--- src/rtl/bcd_to_bin_seq.sv ---
// Iterative packed-BCD to binary converter (reverse double-dabble).
// One right shift per clock, then every BCD digit >= 8 is reduced by 3.

module sub3_if_gte8 (
    input  logic [3:0] digit,
    output logic [3:0] fixed
);
    assign fixed = (digit >= 4'd8) ? digit - 4'd3 : digit;
endmodule

module bcd_to_bin_seq #(
    parameter int NDIGITS = 3,
    parameter int WIDTH   = 10
) (
    input  logic                   clk,
    input  logic                   rst,
    input  logic                   start,
    input  logic [4*NDIGITS-1:0]   BCD_in,
    output logic                   busy,
    output logic                   done,
    output logic [WIDTH-1:0]       BIN_out,
    output logic                   err
);
    localparam int BW = 4 * NDIGITS;
    localparam int CW = $clog2(WIDTH + 1);
    localparam logic [CW-1:0] LAST = CW'(WIDTH - 1);

    typedef enum logic {IDLE, CONV} state_t;

    state_t           state_reg, state_next;
    logic [BW-1:0]    bcd_reg, bcd_next;
    logic [WIDTH-1:0] bin_reg, bin_next;
    logic [CW-1:0]    cnt_reg, cnt_next;
    logic             err_pend_reg, err_pend_next;
    logic             busy_reg, busy_next;
    logic             done_reg, done_next;
    logic             err_reg, err_next;
    logic [WIDTH-1:0] bin_out_reg, bin_out_next;

    logic [BW-1:0]      shifted_bcd;
    logic [BW-1:0]      corrected_bcd;
    logic [WIDTH-1:0]   shifted_bin;
    logic [NDIGITS-1:0] digit_bad;

    // The bcd LSB falls into the binary MSB; a zero enters the bcd MSB.
    assign shifted_bcd = {1'b0, bcd_reg[BW-1:1]};
    assign shifted_bin = {bcd_reg[0], bin_reg[WIDTH-1:1]};

    genvar gi;
    generate
        for (gi = 0; gi < NDIGITS; gi++) begin : g_digit
            sub3_if_gte8 u_fix (
                .digit (shifted_bcd[4*gi +: 4]),
                .fixed (corrected_bcd[4*gi +: 4])
            );
            assign digit_bad[gi] = (BCD_in[4*gi +: 4] > 4'd9);
        end
    endgenerate

    always_comb begin
        state_next    = state_reg;
        bcd_next      = bcd_reg;
        bin_next      = bin_reg;
        cnt_next      = cnt_reg;
        err_pend_next = err_pend_reg;
        busy_next     = busy_reg;
        done_next     = 1'b0;
        err_next      = err_reg;
        bin_out_next  = bin_out_reg;
        case (state_reg)
            IDLE: begin
                if (start) begin
                    bcd_next      = BCD_in;
                    bin_next      = '0;
                    cnt_next      = '0;
                    err_pend_next = |digit_bad;
                    busy_next     = 1'b1;
                    state_next    = CONV;
                end
            end
            CONV: begin
                bcd_next = corrected_bcd;
                bin_next = shifted_bin;
                cnt_next = cnt_reg + 1'b1;
                if (cnt_reg == LAST) begin
                    // Invalid operands still run the full latency but report zero.
                    bin_out_next = err_pend_reg ? '0 : shifted_bin;
                    err_next     = err_pend_reg;
                    done_next    = 1'b1;
                    busy_next    = 1'b0;
                    cnt_next     = '0;
                    state_next   = IDLE;
                end
            end
            default: state_next = IDLE;
        endcase
    end

    always_ff @(posedge clk or posedge rst) begin
        if (rst) begin
            state_reg    <= IDLE;
            bcd_reg      <= '0;
            bin_reg      <= '0;
            cnt_reg      <= '0;
            err_pend_reg <= 1'b0;
            busy_reg     <= 1'b0;
            done_reg     <= 1'b0;
            err_reg      <= 1'b0;
            bin_out_reg  <= '0;
        end else begin
            state_reg    <= state_next;
            bcd_reg      <= bcd_next;
            bin_reg      <= bin_next;
            cnt_reg      <= cnt_next;
            err_pend_reg <= err_pend_next;
            busy_reg     <= busy_next;
            done_reg     <= done_next;
            err_reg      <= err_next;
            bin_out_reg  <= bin_out_next;
        end
    end

    assign busy    = busy_reg;
    assign done    = done_reg;
    assign err     = err_reg;
    assign BIN_out = bin_out_reg;
endmodule

--- config.mk ---
export PLATFORM = sky130hd
export DESIGN_NAME = bcd_to_bin_seq
export DESIGN_NICKNAME = d
export VERILOG_FILES = /design/src/rtl/bcd_to_bin_seq.sv
export SDC_FILE = /design/constraint.sdc
export NUM_CORES = 1
export LEC_CHECK = 0
export BUFFER_PORTS_ARGS = -buffer_cell sky130_fd_sc_hd__buf_2
export CAP_MARGIN = 25
export CORE_MARGIN = 5
export CORE_UTILIZATION = 61
export DETAILED_ROUTE_END_ITERATION = 10
export GPL_ROUTABILITY_DRIVEN = 0
export GPL_TIMING_DRIVEN = 0
export PLACE_DENSITY_LB_ADDON = 0.3
export RECOVER_POWER = 50
export SYNTH_ARGS = -nofsm -noshare
export SYNTH_HDL_FRONTEND = slang
export SYNTH_SLANG_ARGS = --single-unit
--- constraint.sdc ---
create_clock -name clk -period 2.2 [get_ports clk]
set_input_delay 0.22 -clock clk [delete_from_list [all_inputs] [get_ports clk]]
set_output_delay 0.22 -clock clk [all_outputs]
set_load 0.02 [all_outputs]
==> impl_metrics.py, run 1 <==
metrics = {
    "timing": {
        "rsz0062_at_grt": "false",
        "maxSlewHeadroom": 0.03127,
        "hold_violations": 0,
        "max_freq_mhz": 702.5,
        "drv_slew": 0,
        "clock_skew_ns": 0.009421,
        "layout_min_cycle_time_ns": 1.424,
        "setup_viol": 0,
        "period_share": 0.6471,
        "worstMarginPinSlew_ns": 1.451,
        "holdWs_ns": 0.1413,
        "finalSetupTns_ns": 0,
    },
    "global_route": {
        "top_usage_layer": "met2",
        "use_met2": 0.3521,
        "grt.overflow.total": 0,
        "grt_max_degree": 41,
        "grt_usage": 0.2037,
        "first_global_vias": 1515,
        "grt_first_pass_wirelength_um": 6879,
        "antenna_found_initial": 0,
        "grtUsageMet1": 0.2470,
        "globalRouteMet3Util": 0.05824,
    },
    "clock_network": {
        "cts_tree": "yes",
        "numCtsBuffers": 5,
        "tritoncts_num_sinks": 40,
        "clock_latency_ns": 0.35,
        "root_buffer": "clkbuf_4",
        "ctsHoldBuffers": 0,
        "cts_resized": 0,
        "cts.clk_slew.worst_paths_ns": 0.12,
        "cts_setup_buffers": 0,
        "cts_buffer_depth": 2,
        "htree_num_levels": 2,
    },
    "placement": {
        "dpl_cell_area_um2": 2185,
        "dp_hpwl_um": 2901,
        "port-buffer-count": 27,
    },
    "worst_setup_path": {
        "cpLargestDelayFamily": "flip-flops",
        "critPathLaunchType": "register",
        "crit_chain": "and2b_2 -> nand3_4 -> buf_6 -> mux2_4",
        "worstPathArrival_ns": 1.66,
        "timing_worst_setup_path_type": "reg2reg",
        "crit_fanout": 10,
        "cpMaxStageDelayCell": "dfrtp_1",
        "crit_buf_inv": 1,
        "crit_path_max_incr_delay_ns": 0.45,
        "crit_path_end_kind": "register",
        "crit_required_ns": 2.44,
    },
    "route": {
        "drc_errors": 0,
        "post_drt_wl_per_cell_um": 14.98,
        "first_pass_iters": 4,
        "vias": 1427,
        "drtAntennaViolNets": 0,
        "totalWireLength_um": 3926,
        "detail_route.vias_per_cell": 5.447,
        "drt_iter0_drc": 64,
    },
    "logic_synthesis": {
        "ys_seq_elements": 40,
        "netlist_area_um2": 1994,
        "seq_area_frac_synth": 0.5019,
        "yosysWarningCount": 0,
        "synth-edff-count": 0,
        "postSynthCellCount": 183,
        "ys_async_sr_fraction": 1.000,
        "synth_ff_type": "dfrtp_1",
        "syn_nets": 202,
        "syn_area_per_cell_um2": 10.90,
        "yosysUniqueCellTypes": 30,
    },
    "cells_and_area": {
        "drive_gt1_frac": 0.2431,
        "final_common_cell": "dfrtp_1",
        "final_area_um2": 2257,
        "num_antenna_cells": 0,
        "area_growth_syn_to_layout_pct": 13.17,
        "post-route-util": 0.7274,
        "largest_reg_flops": 12,
        "layout_common_cells": "dfrtp_1, buf_2, nand2_1, o21ai_0, nor2b_1",
        "fin_nets": 236,
    },
    "floorplanning": {
        "initial_core_util": 0.6427,
        "fp.dieW_um": 67.18,
        "core_area_um2": 3103,
        "die-area_um2": 4513,
        "ios": 28,
        "rows": 20,
        "fp.dieH_um": 67.18,
    },
    "run": {
        "maxCapViolations": 0,
    },
    "power": {
        "p_leak_nw": 1.106,
        "max-vdd-ir-drop_uv": 617.2,
        "powerDensity_nw_per_um2": 1297,
    },
    "min_path": {
        "hold_class": "in2reg",
    },
    "status": {
        "status": "finished, final reports clean",
    },
}
==> area by class of cell <==
type / instances / area (um2)
buffer: 10 / 55.05
clock buffer: 5 / 37.54
clock inverter: 3 / 42.54
fill: 244 / 845.8
inverter: 7 / 26.28
multi-input combinational: 126 / 912.1
sequential: 40 / 1001
tap: 44 / 55.05
timing repair buffer: 27 / 127.6
==> metrics by stage <==
step	total power [mW]	cells	setup slack, ns
after floorplan	2.142	183	0.8941
after global placement	2.384	254	0.6261
after detailed placement	2.477	254	0.8008
after CTS	2.955	262	0.7831
after global routing	3.153	262	0.7242
final	2.926	262	0.7764
==> Yosys cell counts (3+ instances only) <==
cell type,count,area [um2]
xnor2_1,3,26.28
mux2_4,8,120.1
buf_2,8,40.04
or2b_1,3,22.52
ha_1,4,50.05
o21ai_0,18,90.09
a21o_1,3,22.52
nor2b_1,17,106.4
inv_1,7,26.28
dfrtp_1,40,1001
a211oi_1,4,30.03
mux2i_1,11,110.1
a21oi_1,7,35.03
mux2_2,3,33.78
nand2_1,18,67.56
nand2b_1,11,68.82
==> worst paths after layout <==
path	start	endpoint	slack (ns)	cells past startpoint
min	BCD_in[11]	bcd_reg[11]$_DFFE_PP0P_	0.14	3
max reg2reg	cnt_reg[2]$_DFFE_PP0P_	BIN_out[3]$_DFFE_PP0P_	0.78	4
min in group asynchronous	rst	done$_DFF_PP0_	0.28	2
min reg2reg	bcd_reg[9]$_DFFE_PP0P_	bcd_reg[8]$_DFFE_PP0P_	0.51	2
max	cnt_reg[2]$_DFFE_PP0P_	BIN_out[3]$_DFFE_PP0P_	0.78	4
max in group asynchronous	rst	BIN_out[7]$_DFFE_PP0P_	1.07	2
==> tightest hold or removal path: stages <==
cell	delay, ns
buf_2	0.09
mux2i_1	0.07
nor2_1	0.08
==> layer usage <==
metal / part of all wire / up-vias
met1: 0.43 / 700
li1: - / 682
met5: 0 / -
met4: 0.011 / 0
met3: 0.047 / 4
met2: 0.52 / 41
==> kinds of logic after synthesis <==
family,Yosys count,synth area share
adder cells (fa/ha/maj),4,0.02510
multiplexers,22,0.1324
AND/OR/NAND/NOR,58,0.1681
AO/OA/AOI/OAI,37,0.1098
flip-flops,40,0.5019
buffers and inverters,17,0.04078
XOR/XNOR,5,0.02196
==> where the power goes <==
group | switching (mW) | total (mW) | leakage (nW) | internal (mW)
registers | 0.261 | 1.29 | 0.513 | 1.03
clock network | 0.243 | 0.479 | 0.0412 | 0.237
logic | 0.590 | 1.16 | 0.552 | 0.565
Note: power is estimated with default switching activity, not from simulation.
==> run 2: changes to the inputs <==
Settings changed: ABC_AREA set to 1, CORE_UTILIZATION 61 to 50.
Clock period 2.2 ns to 1.3 ns, I/O delays scaled along.
==> impl_metrics.py, run 2 <==
metrics = {
    "status": {
        "status": "finished with violations",
        "violations": "negative hold slack",
    },
    "clock_network": {
        "cts_buffer_depth": 2,
        "cts.clk_slew.worst_paths_ns": 0.08,
        "htree_num_levels": 2,
        "clock_latency_ns": 0.30,
        "root_buffer": "clkbuf_8",
        "tritoncts_num_sinks": 40,
        "numCtsBuffers": 5,
        "cts_setup_buffers": 0,
        "cts_tree": "yes",
    },
    "cells_and_area": {
        "final_common_cell": "nand2_1",
        "drive_gt1_frac": 0.2742,
        "final_area_um2": 2177,
        "num_antenna_cells": 0,
        "post-route-util": 0.5947,
        "largest_reg_flops": 12,
        "area_growth_syn_to_layout_pct": 15.46,
        "layout_common_cells": "nand2_1, dfrtp_1, buf_2",
        "fin_nets": 266,
    },
    "logic_synthesis": {
        "synth_common_cells": "nand2_1, dfrtp_1, inv_1, nand3_1, o21ai_0",
        "syn_area_per_cell_um2": 8.852,
        "ys_seq_elements": 40,
        "synth-edff-count": 0,
        "postSynthCellCount": 213,
        "synth_area_leaders": "dfrtp_1, nand2_1, o21ai_2",
        "synth_top_area_cell": "dfrtp_1",
        "syn_nets": 232,
        "synthDominantCellAreaShare": 0.5309,
        "yosysUniqueCellTypes": 21,
        "yosysMostFrequentCell": "nand2_1",
        "ys_async_sr_fraction": 1.000,
        "netlist_area_um2": 1886,
        "yosysWarningCount": 0,
        "seq_area_frac_synth": 0.5309,
        "synth_ff_type": "dfrtp_1",
    },
    "timing": {
        "layout_min_cycle_time_ns": 1.220,
        "hold_violations": 33,
        "period_share": 0.9384,
        "rsz0062_at_grt": "false",
        "setup_viol": 0,
        "max_freq_mhz": 819.8,
        "drv_slew": 0,
        "finalSetupTns_ns": 0,
        "worstMarginPinSlew_ns": 0.8025,
        "holdWs_ns": -0.01641,
        "clock_skew_ns": 0.005751,
        "maxSlewHeadroom": 0.4642,
    },
    "worst_setup_path": {
        "crit_start": "cnt_reg[1]$_DFFE_PP0P_",
        "worstPathArrival_ns": 1.39,
        "timing_worst_setup_path_type": "reg2reg",
        "crit_fanout": 10,
        "r2r_setup_slack_ns": 0.08,
        "critPathCapture": "err$_DFFE_PP0P_",
        "rr_startpoint": "cnt_reg[1]$_DFFE_PP0P_",
        "reg2reg_depth": 7,
        "critPathLaunchType": "register",
        "crit_path_end_kind": "register",
        "crit_required_ns": 1.47,
        "reg2reg_to": "err$_DFFE_PP0P_",
    },
    "floorplanning": {
        "fp.dieW_um": 71.41,
        "die-area_um2": 5099,
        "initial_core_util": 0.5150,
        "rows": 22,
        "fp.dieH_um": 71.41,
        "ios": 28,
        "core_area_um2": 3661,
    },
    "placement": {
        "port-buffer-count": 27,
        "dpl_cell_area_um2": 2081,
        "dp_hpwl_um": 2646,
    },
    "global_route": {
        "grt_first_pass_wirelength_um": 6279,
        "grt_max_degree": 41,
        "grt.overflow.total": 0,
        "grt_usage": 0.1579,
        "first_global_vias": 1423,
        "antenna_found_initial": 0,
    },
    "power": {
        "p_clk_frac": 0.174,
        "p_seq_frac": 0.426,
        "combPwrFrac": 0.399,
        "finalPower_mw": 4.909,
        "swShare": 0.4134,
        "internal_power_mw": 2.880,
        "powerDensity_nw_per_um2": 2255,
        "max-vdd-ir-drop_uv": 1004,
        "p_leak_nw": 1.077,
        "power.switching_mw": 2.029,
    },
    "run": {
        "maxCapViolations": 0,
    },
    "route": {
        "first_pass_iters": 4,
        "vias": 1477,
        "drt_iter0_drc": 63,
        "wl_met2_um": 1823,
        "drc_errors": 0,
        "post_drt_wl_per_cell_um": 12.57,
        "detail_route.vias_per_cell": 4.990,
        "drtAntennaViolNets": 0,
        "wl_met3_um": 169,
        "wl_met1_um": 1654,
        "route.top_layer_used": "met4",
        "totalWireLength_um": 3722,
    },
    "min_path": {
        "hold_class": "in2async",
    },
}
==> run 2: changes by cell type after synthesis, sizes merged, moves of 5 or more <==
cell,previous run,this run
a21oi,7,2
inv,7,28
mux2,11,0
mux2i,11,0
nand2,18,71
nand2b,11,0
nand3,1,14
nor2b,17,0
o21ai,18,28
o22ai,1,7
==> run 2: worst max-delay path: stages (launching register included) <==
cell     delay, ns
dfrtp_1       0.44
inv_2         0.08
nand2_2       0.07
nor2_4        0.14
nand2_4       0.09
buf_6         0.16
nand2_2       0.06
o21ai_2       0.04
==> run 2: layout make-up <==
cell class	instances	area (um2)
clock inverters	1	7.507
multi-input cells	137	728.2
flip-flops and latches	40	1002
clock buffers	7	86.33
inverters	28	105.1
well taps	48	60.06
plain buffers	8	57.56
fillers	333	1484
repair buffers	27	130.1
==> run 2: logic make-up (layout without fill, tap and decap cells) <==
kind of cell               after synthesis  in the layout  share of synthesized area
and+or+nand+nor                         92             92                     0.2163
DFF                                     40             40                     0.5309
buffers and inverters                   36             71                    0.08560
adders and majority gates                4              4                    0.02654
AOI/OAI and AO/OA                       41             41                     0.1407
==> run 2: metal layers <==
metal | vias up | track usage
met5 | - | 0
met3 | 7 | 0.05049
met4 | 0 | 0.06889
met1 | 696 | 0.1892
li1 | 752 | -
met2 | 22 | 0.2602
==> run 2: how the worst min path moves through the flow <==
| stage | depth (start not counted) | from | to | slack [ns] |
|---|---|---|---|---|
| global placement | 3 | BCD_in[9] | bcd_reg[9]$_DFFE_PP0P_ | 0.35 |
| detailed placement | 2 | rst | err$_DFFE_PP0P_ | 0.34 |
| finish | 2 | rst | err$_DFFE_PP0P_ | -0.02 |
| floorplan | 2 | BCD_in[9] | bcd_reg[9]$_DFFE_PP0P_ | 0.25 |
| global route | 2 | rst | err$_DFFE_PP0P_ | 0.05 |
| CTS | 2 | rst | err$_DFFE_PP0P_ | 0.01 |
==> run 2: stage by stage <==
| step | std cells | setup slack, ns |
|---|---|---|
| floorplan | 213 | 0.1928 |
| global placement | 288 | -0.2873 |
| detailed placement | 288 | 0.02191 |
| CTS | 296 | 0.04364 |
| global route | 296 | 0.0004486 |
| finish | 296 | 0.08014 |
==> run 2: power groups by stage <==
stage,combinational (mW),sequential (mW),clock [mW]
4_1_cts,2.00,2.09,0.879
2_1_floorplan,1.32,2.24,0
3_3_place_gp,1.94,2.09,0
5_1_grt,2.20,2.16,0.942
6_report,1.96,2.09,0.856
3_5_place_dp,1.98,2.11,0
==> run 2: what timing repair did <==
action,in CTS,in global routing
gates cloned,0,0
setup endpoints to repair,2,11
hold buffers,0,0
resized for setup,1,3
